<file path="src/rtl/serv_rvfi_monitor.sv">
// serv_rvfi_monitor: RVFI retirement monitor for the bit-serial core, W bits per cycle.
// Latency: a record is pushed at the edge that ends the retire cycle and is visible as head one cycle later.
// Backpressure: valid/ready on the head record; a retire into a full FIFO without a same-cycle pop is dropped
//   and sets the sticky o_overflow flag (the order counter still advances, so the gap is visible).
//
// Ports: clk / i_rst_n (async, active-low); serial regfile streams i_rs_en/i_rs1/i_rs2 and i_rd_en/i_rd
//   (LSB-first); i_pc_en plus ibus address/data, decoded register addresses and i_trap describe the retiring
//   instruction; o_rvfi_* present the head record (all zero when empty); o_overflow, o_level report FIFO state.
// Optional macro SERV_RVFI_MEM_EN adds the dbus capture ports and the o_rvfi_mem_* record fields.

// Generic FWFT FIFO used for the record queue.
// Latency: push visible at the head one cycle later; pop on the edge with pop=1.
// Backpressure: caller must not push when full unless popping in the same cycle.
module serv_rvfi_fifo #(
  parameter int WIDTH = 8,
  parameter int DEPTH = 4
) (
  input  logic                       clk,
  input  logic                       rst_n,
  input  logic                       push,
  input  logic [WIDTH-1:0]           din,
  input  logic                       pop,
  output logic [WIDTH-1:0]           dout,
  output logic                       valid,
  output logic                       full,
  output logic [$clog2(DEPTH):0]     level
);
  localparam int AW = $clog2(DEPTH);

  logic [WIDTH-1:0] mem [DEPTH];
  logic [AW-1:0]    wr_ptr;
  logic [AW-1:0]    rd_ptr;
  logic [AW:0]      count;

  assign dout  = mem[rd_ptr];
  assign valid = (count != '0);
  assign full  = (count == (AW+1)'(DEPTH));
  assign level = count;

  always_ff @(posedge clk) begin
    if (push) mem[wr_ptr] <= din;
  end

  always_ff @(posedge clk or negedge rst_n) begin
    if (!rst_n) begin
      wr_ptr <= '0;
      rd_ptr <= '0;
      count  <= '0;
    end else begin
      if (push) wr_ptr <= wr_ptr + 1'b1;
      if (pop)  rd_ptr <= rd_ptr + 1'b1;
      case ({push, pop})
        2'b10:   count <= count + 1'b1;
        2'b01:   count <= count - 1'b1;
        default: count <= count;
      endcase
    end
  end
endmodule

module serv_rvfi_monitor #(
  parameter int          W        = 1,
  parameter int          DEPTH    = 4,
  parameter logic [31:0] RESET_PC = 32'd8
) (
  input  logic                      clk,
  input  logic                      i_rst_n,
  input  logic                      i_rs_en,
  input  logic [W-1:0]              i_rs1,
  input  logic [W-1:0]              i_rs2,
  input  logic                      i_rd_en,
  input  logic [W-1:0]              i_rd,
  input  logic                      i_pc_en,
  input  logic [31:0]               i_ibus_adr,
  input  logic [31:0]               i_ibus_rdt,
  input  logic [4:0]                i_rs1_addr,
  input  logic [4:0]                i_rs2_addr,
  input  logic [4:0]                i_rd_addr,
  input  logic                      i_trap,
  input  logic                      i_rvfi_ready,
`ifdef SERV_RVFI_MEM_EN
  input  logic [31:0]               i_dbus_adr,
  input  logic [31:0]               i_dbus_dat,
  input  logic [3:0]                i_dbus_sel,
  input  logic                      i_dbus_we,
  input  logic [31:0]               i_dbus_rdt,
  input  logic                      i_dbus_ack,
  output logic [31:0]               o_rvfi_mem_addr,
  output logic [31:0]               o_rvfi_mem_rdata,
  output logic [31:0]               o_rvfi_mem_wdata,
  output logic [3:0]                o_rvfi_mem_rmask,
  output logic [3:0]                o_rvfi_mem_wmask,
`endif
  output logic                      o_rvfi_valid,
  output logic [63:0]               o_rvfi_order,
  output logic [31:0]               o_rvfi_insn,
  output logic [31:0]               o_rvfi_pc_rdata,
  output logic [31:0]               o_rvfi_pc_wdata,
  output logic [4:0]                o_rvfi_rs1_addr,
  output logic [4:0]                o_rvfi_rs2_addr,
  output logic [4:0]                o_rvfi_rd_addr,
  output logic [31:0]               o_rvfi_rs1_rdata,
  output logic [31:0]               o_rvfi_rs2_rdata,
  output logic [31:0]               o_rvfi_rd_wdata,
  output logic                      o_rvfi_trap,
  output logic                      o_overflow,
  output logic [$clog2(DEPTH):0]    o_level
);
  if (!(W == 1 || W == 2 || W == 4 || W == 8 || W == 16 || W == 32)) begin : g_bad_w
    $error("serv_rvfi_monitor: W must be 1, 2, 4, 8, 16 or 32");
  end
  if (DEPTH < 2 || (DEPTH & (DEPTH - 1)) != 0) begin : g_bad_depth
    $error("serv_rvfi_monitor: DEPTH must be a power of two >= 2");
  end

  typedef struct packed {
    logic [63:0] order;
    logic [31:0] insn;
    logic [31:0] pc_rdata;
    logic [31:0] pc_wdata;
    logic [4:0]  rs1_addr;
    logic [4:0]  rs2_addr;
    logic [4:0]  rd_addr;
    logic [31:0] rs1_rdata;
    logic [31:0] rs2_rdata;
    logic [31:0] rd_wdata;
    logic        trap;
`ifdef SERV_RVFI_MEM_EN
    logic [31:0] mem_addr;
    logic [31:0] mem_rdata;
    logic [31:0] mem_wdata;
    logic [3:0]  mem_rmask;
    logic [3:0]  mem_wmask;
`endif
  } rec_t;

  // New beat enters at the top so that after 32/W beats the first beat sits in the LSBs.
  function automatic logic [31:0] shift_in(input logic [31:0] sh, input logic [W-1:0] d);
    shift_in = (sh >> W) | (32'(d) << (32 - W));
  endfunction

  logic [31:0] rs1_sh, rs2_sh, rd_sh, shadow_pc;
  logic [63:0] order;
  logic        pc_en_r, retire, pop, push, full, head_vld, overflow;
  rec_t        rec, head_raw, head;

  // Retirement is the falling edge of the core's PC-update enable.
  assign retire = pc_en_r & ~i_pc_en;
  assign pop    = head_vld & i_rvfi_ready;
  // A pop in the same cycle frees a slot, so a full FIFO can still accept.
  assign push   = retire & (~full | pop);

`ifdef SERV_RVFI_MEM_EN
  logic [31:0] cap_addr, cap_rdata, cap_wdata;
  logic [3:0]  cap_rmask, cap_wmask;
`endif

  always_ff @(posedge clk or negedge i_rst_n) begin
    if (!i_rst_n) begin
      rs1_sh    <= '0;
      rs2_sh    <= '0;
      rd_sh     <= '0;
      pc_en_r   <= 1'b0;
      shadow_pc <= RESET_PC;
      order     <= '0;
      overflow  <= 1'b0;
`ifdef SERV_RVFI_MEM_EN
      cap_addr  <= '0;
      cap_rdata <= '0;
      cap_wdata <= '0;
      cap_rmask <= '0;
      cap_wmask <= '0;
`endif
    end else begin
      pc_en_r <= i_pc_en;
      if (i_rs_en) begin
        rs1_sh <= shift_in(rs1_sh, i_rs1);
        rs2_sh <= shift_in(rs2_sh, i_rs2);
      end
      if (retire)       rd_sh <= '0;
      else if (i_rd_en) rd_sh <= shift_in(rd_sh, i_rd);
      if (retire) begin
        shadow_pc <= i_ibus_adr;
        order     <= order + 64'd1;
        if (full && !pop) overflow <= 1'b1;
      end
`ifdef SERV_RVFI_MEM_EN
      if (retire) begin
        cap_addr  <= '0;
        cap_rdata <= '0;
        cap_wdata <= '0;
        cap_rmask <= '0;
        cap_wmask <= '0;
      end else if (i_dbus_ack) begin
        cap_addr  <= i_dbus_adr;
        cap_rdata <= i_dbus_rdt;
        cap_wdata <= i_dbus_dat;
        cap_rmask <= i_dbus_we ? 4'h0 : i_dbus_sel;
        cap_wmask <= i_dbus_we ? i_dbus_sel : 4'h0;
      end
`endif
    end
  end

  always_comb begin
    rec           = '0;
    rec.order     = order;
    rec.insn      = i_ibus_rdt;
    rec.pc_rdata  = shadow_pc;
    rec.pc_wdata  = i_ibus_adr;
    rec.rs1_addr  = i_rs1_addr;
    rec.rs2_addr  = i_rs2_addr;
    rec.rd_addr   = i_rd_addr;
    rec.rs1_rdata = rs1_sh;
    rec.rs2_rdata = rs2_sh;
    rec.rd_wdata  = (i_rd_addr == 5'd0) ? 32'd0 : rd_sh;
    rec.trap      = i_trap;
`ifdef SERV_RVFI_MEM_EN
    // An ack landing in the retire cycle itself still belongs to this instruction.
    rec.mem_addr  = i_dbus_ack ? i_dbus_adr : cap_addr;
    rec.mem_rdata = i_dbus_ack ? i_dbus_rdt : cap_rdata;
    rec.mem_wdata = i_dbus_ack ? i_dbus_dat : cap_wdata;
    rec.mem_rmask = i_dbus_ack ? (i_dbus_we ? 4'h0 : i_dbus_sel) : cap_rmask;
    rec.mem_wmask = i_dbus_ack ? (i_dbus_we ? i_dbus_sel : 4'h0) : cap_wmask;
`endif
  end

  serv_rvfi_fifo #(.WIDTH($bits(rec_t)), .DEPTH(DEPTH)) u_fifo (
    .clk   (clk),
    .rst_n (i_rst_n),
    .push  (push),
    .din   (rec),
    .pop   (pop),
    .dout  (head_raw),
    .valid (head_vld),
    .full  (full),
    .level (o_level)
  );

  // Stale storage is hidden so an empty queue reads as all zeros.
  assign head = head_vld ? head_raw : '0;

  assign o_rvfi_valid     = head_vld;
  assign o_rvfi_order     = head.order;
  assign o_rvfi_insn      = head.insn;
  assign o_rvfi_pc_rdata  = head.pc_rdata;
  assign o_rvfi_pc_wdata  = head.pc_wdata;
  assign o_rvfi_rs1_addr  = head.rs1_addr;
  assign o_rvfi_rs2_addr  = head.rs2_addr;
  assign o_rvfi_rd_addr   = head.rd_addr;
  assign o_rvfi_rs1_rdata = head.rs1_rdata;
  assign o_rvfi_rs2_rdata = head.rs2_rdata;
  assign o_rvfi_rd_wdata  = head.rd_wdata;
  assign o_rvfi_trap      = head.trap;
  assign o_overflow       = overflow;
`ifdef SERV_RVFI_MEM_EN
  assign o_rvfi_mem_addr  = head.mem_addr;
  assign o_rvfi_mem_rdata = head.mem_rdata;
  assign o_rvfi_mem_wdata = head.mem_wdata;
  assign o_rvfi_mem_rmask = head.mem_rmask;
  assign o_rvfi_mem_wmask = head.mem_wmask;
`endif
endmodule

</file>
<file path="config.mk">
export PLATFORM = sky130hd
export DESIGN_NAME = serv_rvfi_monitor
export DESIGN_NICKNAME = d
export VERILOG_FILES = /design/src/rtl/serv_rvfi_monitor.sv
export SDC_FILE = /design/constraint.sdc
export NUM_CORES = 1
export LEC_CHECK = 0
export ABC_CLOCK_PERIOD_IN_PS = 10870
export CORE_UTILIZATION = 61
export CTS_BUF_LIST = sky130_fd_sc_hd__clkbuf_2
export DETAILED_ROUTE_END_ITERATION = 7
export PLACE_DENSITY = 0.83
export SLEW_MARGIN = 0
export SYNTH_ARGS = -nofsm -noshare
export SYNTH_HDL_FRONTEND = slang
export SYNTH_SLANG_ARGS = --single-unit
</file>
<file path="constraint.sdc">
create_clock -name clk -period 10.87 [get_ports clk]
set_input_delay 3.261 -clock clk [delete_from_list [all_inputs] [get_ports clk]]
set_output_delay 3.261 -clock clk [all_outputs]
set_load 0.01 [all_outputs]
</file>
==> results.py <==
metrics = {
    "critical_path": {
        "setup.worst_path.start": "u_fifo.rd_ptr[1]",
        "cp-end-kind": "output pin",
        "slowest_stage": "dfrtp_4",
        "timing.critical_path.arrival_ns": 4.69,
        "critPathKind": "reg -> out",
        "path_depth": 5,
        "crit_fanout": 97,
        "rr_worst_depth": 9,
        "crit_end": "o_rvfi_order[43]",
        "rr_endpoint": "u_fifo.level[2]",
        "rrSetupSlack_ns": 7.14,
        "start_kind": "register",
        "cp.required_ns": 7.61,
        "max_stage_delay_ns": 0.78,
        "critical_path_buf_inv_count": 3,
        "crit_chain": "buf_12 -> buf_4 -> mux4_2 -> and2_1 -> clkdlybuf4s50_1",
        "cp_top_family": "buffers and inverters",
        "r2r_start": "u_fifo.level[0]",
    },
    "drt": {
        "route.top_layer_used": "met5",
        "wl_um": 99660,
        "via_per_inst": 5.866,
        "wl_per_cell_um": 23.24,
        "first_pass_iters": 7,
        "num_vias": 25155,
        "drtIter0Drc": 2204,
        "drt-met1-wl_um": 38320,
        "wl_met3_um": 7539,
        "met2WireLength_um": 51260,
        "ant_nets": 0,
        "drc": 0,
    },
    "place": {
        "portBuffers": 365,
        "post-place-cells": 3729,
        "post-place-ws_ns": 3.878,
        "gp_congestion": 0.8020,
        "hpwl_um": 56370,
    },
    "synth": {
        "synthArstFlopShare_pct": 15.59,
        "syn_nets": 2496,
        "yosysSeqAreaShare_pct": 76.28,
        "yosysWarnings": 0,
        "ys.flop_type": "edfxtp_1",
        "synth_most_common_cell": "edfxtp_1",
        "synth_cells": 2400,
        "ys_seq_elements": 1289,
        "synth_edf_count": 1088,
        "yosysTopAreaCellShare_pct": 66.10,
        "synth_cell_type_count": 38,
        "ys_top_cells_by_count": "1088 x edfxtp_1, 278 x and2_1, 272 x mux4_2, 200 x dfrtp_1, 97 x mux2_2",
        "syn_area_per_cell_um2": 20.59,
        "synth_area_um2": 49420,
        "yosys.area.top_type": "edfxtp_1",
        "synthTopCellsByArea": "edfxtp_1 66%, mux4_2 12%, dfrtp_1 10%",
    },
    "sta": {
        "worst_pin_slew_ns": 1.191,
        "worst_slack_ns": 2.922,
        "fin_worst_skew_ns": 0.1972,
        "drv_slew": 0,
        "fin_tns_setup_ns": 0,
        "rsz0062_at_grt": "false",
        "fin_crit_sh_pct": 73.12,
        "finalSetupViolations": 0,
        "min_period_ns": 7.948,
        "hold_violations": 0,
        "relSlewSlack_pct": 20.58,
        "fmax_ghz": 0.1258,
    },
    "global_routing": {
        "antenna_found_initial": 8,
        "grt_pass1_vias": 27017,
        "track_usage_pct": 24.76,
        "grt_pass1_wl_um": 152600,
        "grt_overflow_total": 0,
        "grt_max_degree": 171,
    },
    "die": {
        "die_y_um": 286.6,
        "ios": 366,
        "core_um2": 80290,
        "placementRows": 104,
        "die_w_um": 286.6,
        "dieArea_um2": 82170,
        "start_util_pct": 61.56,
    },
    "power": {
        "vdd_drop_max_uv": 186.0,
        "p_leak_nw": 20.12,
        "power_density_nw_per_um2": 253.2,
    },
    "clock_network": {
        "clk_pin_slew_ns": 0.10,
        "clkSinkCount": 1289,
        "post-cts-setup-buffer-count": 0,
        "cts_buffer_depth": 4,
        "worstSkewPairLatency_ns": 1.47,
        "post_cts_resized": 0,
        "holdBufCountCts": 0,
        "root_buffer": "clkbuf_2",
        "cts_buffers": 318,
        "htreeDepth": 5,
        "cts_tree": "done",
    },
    "finish": {
        "nets": 3085,
        "drive_gt1_share_pct": 28.39,
        "synthToLayoutAreaGrowth_pct": 15.54,
        "fillers": 4725,
        "fin_cells": 4288,
    },
    "worst_hold_path": {
        "hold_class": "reg -> reg",
    },
    "run": {
        "maxCapViolCount": 0,
    },
    "status": {
        "status": "finished clean",
    },
}
## how the worst min path moves through the flow
stage | from | end | slack [ns] | cells past startpoint
finish | shadow_pc[31] | u_fifo.mem[0][175] | 0.42 | 0
global route | shadow_pc[31] | u_fifo.mem[1][175] | 0.42 | 0
CTS | shadow_pc[31] | u_fifo.mem[0][175] | 0.42 | 0
detailed placement | shadow_pc[20] | u_fifo.mem[1][164] | 0.50 | 0
global placement | shadow_pc[20] | u_fifo.mem[0][164] | 0.48 | 0
floorplan | shadow_pc[0] | u_fifo.mem[0][144] | 0.47 | 0
## cell type report
class / instances / area (um^2) / area share [%]
sequential: 1289 / 37710 / 66.03
inverter: 12 / 45.04 / 0.07888
antenna: 5 / 12.51 / 0.02191
clock inverter: 74 / 435.4 / 0.7625
clock buffer: 480 / 2402 / 4.207
multi-input combinational: 980 / 11250 / 19.71
tap: 1060 / 1326 / 2.322
timing repair buffer: 388 / 3921 / 6.867
## kinds of logic (layout without fill, tap and decap cells)
group / Yosys count / in the layout / share of synthesized area [%]
xor+xnor: 69 / 69 / 1.223
fa+ha+maj: 7 / 7 / 0.1924
simple gates: 500 / 500 / 6.005
buf+inv: 131 / 954 / 0.9974
compound gates: 2 / 2 / 0.02531
mux: 402 / 402 / 15.27
flops: 1289 / 1289 / 76.28
other cells: 0 / 5 / 0
## per-stage QoR
stage	utilization, %	hold WS [ns]	power (W)	instance area [um^2]
floorplan	-	0.4724	0.009237	49420
global placement	67.58	0.4789	0.01140	54260
detailed placement	67.58	0.5025	0.01152	54260
CTS	71.11	0.4190	0.01463	57090
global route	71.13	0.4234	0.01515	57110
finish	71.13	0.4175	0.01446	57110
## flip-flops by register name (all words and copies together) (netlist names)
register,cells
pc_en_r,1
rd_sh,32
u_fifo.wr_ptr,2
o_overflow,1
u_fifo.rd_ptr,2
shadow_pc,32
rs1_sh,32
order,64
rs2_sh,32
u_fifo.mem,1088
u_fifo.level,3
## layout by cell type, fill, tap and decap left out, types with 28 or more instances in the layout
cell,instances
edfxtp_1,1088
clkbuf_2,480
clkdlybuf4s50_1,362
and2_1,274
mux4_2,272
dfrtp_1,198
mux2_2,97
nor2_1,53
clkinv_1,53
xnor2_1,40
nor2b_1,33
mux2i_1,33
nand4_1,29
xor2_1,29
nand2_1,28
## routing by layer
metal	vias to the layer above	global-route usage, %
met1	12959	32.16
met4	4	9.278
met5	-	0
met2	1122	40.88
met3	196	6.176
li1	10874	-
## power breakdown
group | internal [W] | leakage [nW] | switching, W | total [W]
Clock | 0.00129 | 2.20 | 0.00182 | 0.00311
Sequential | 0.00609 | 12.5 | 0.000360 | 0.00645
Combinational | 0.00268 | 5.40 | 0.00222 | 0.00490
Note: power is estimated with default switching activity, not from simulation.
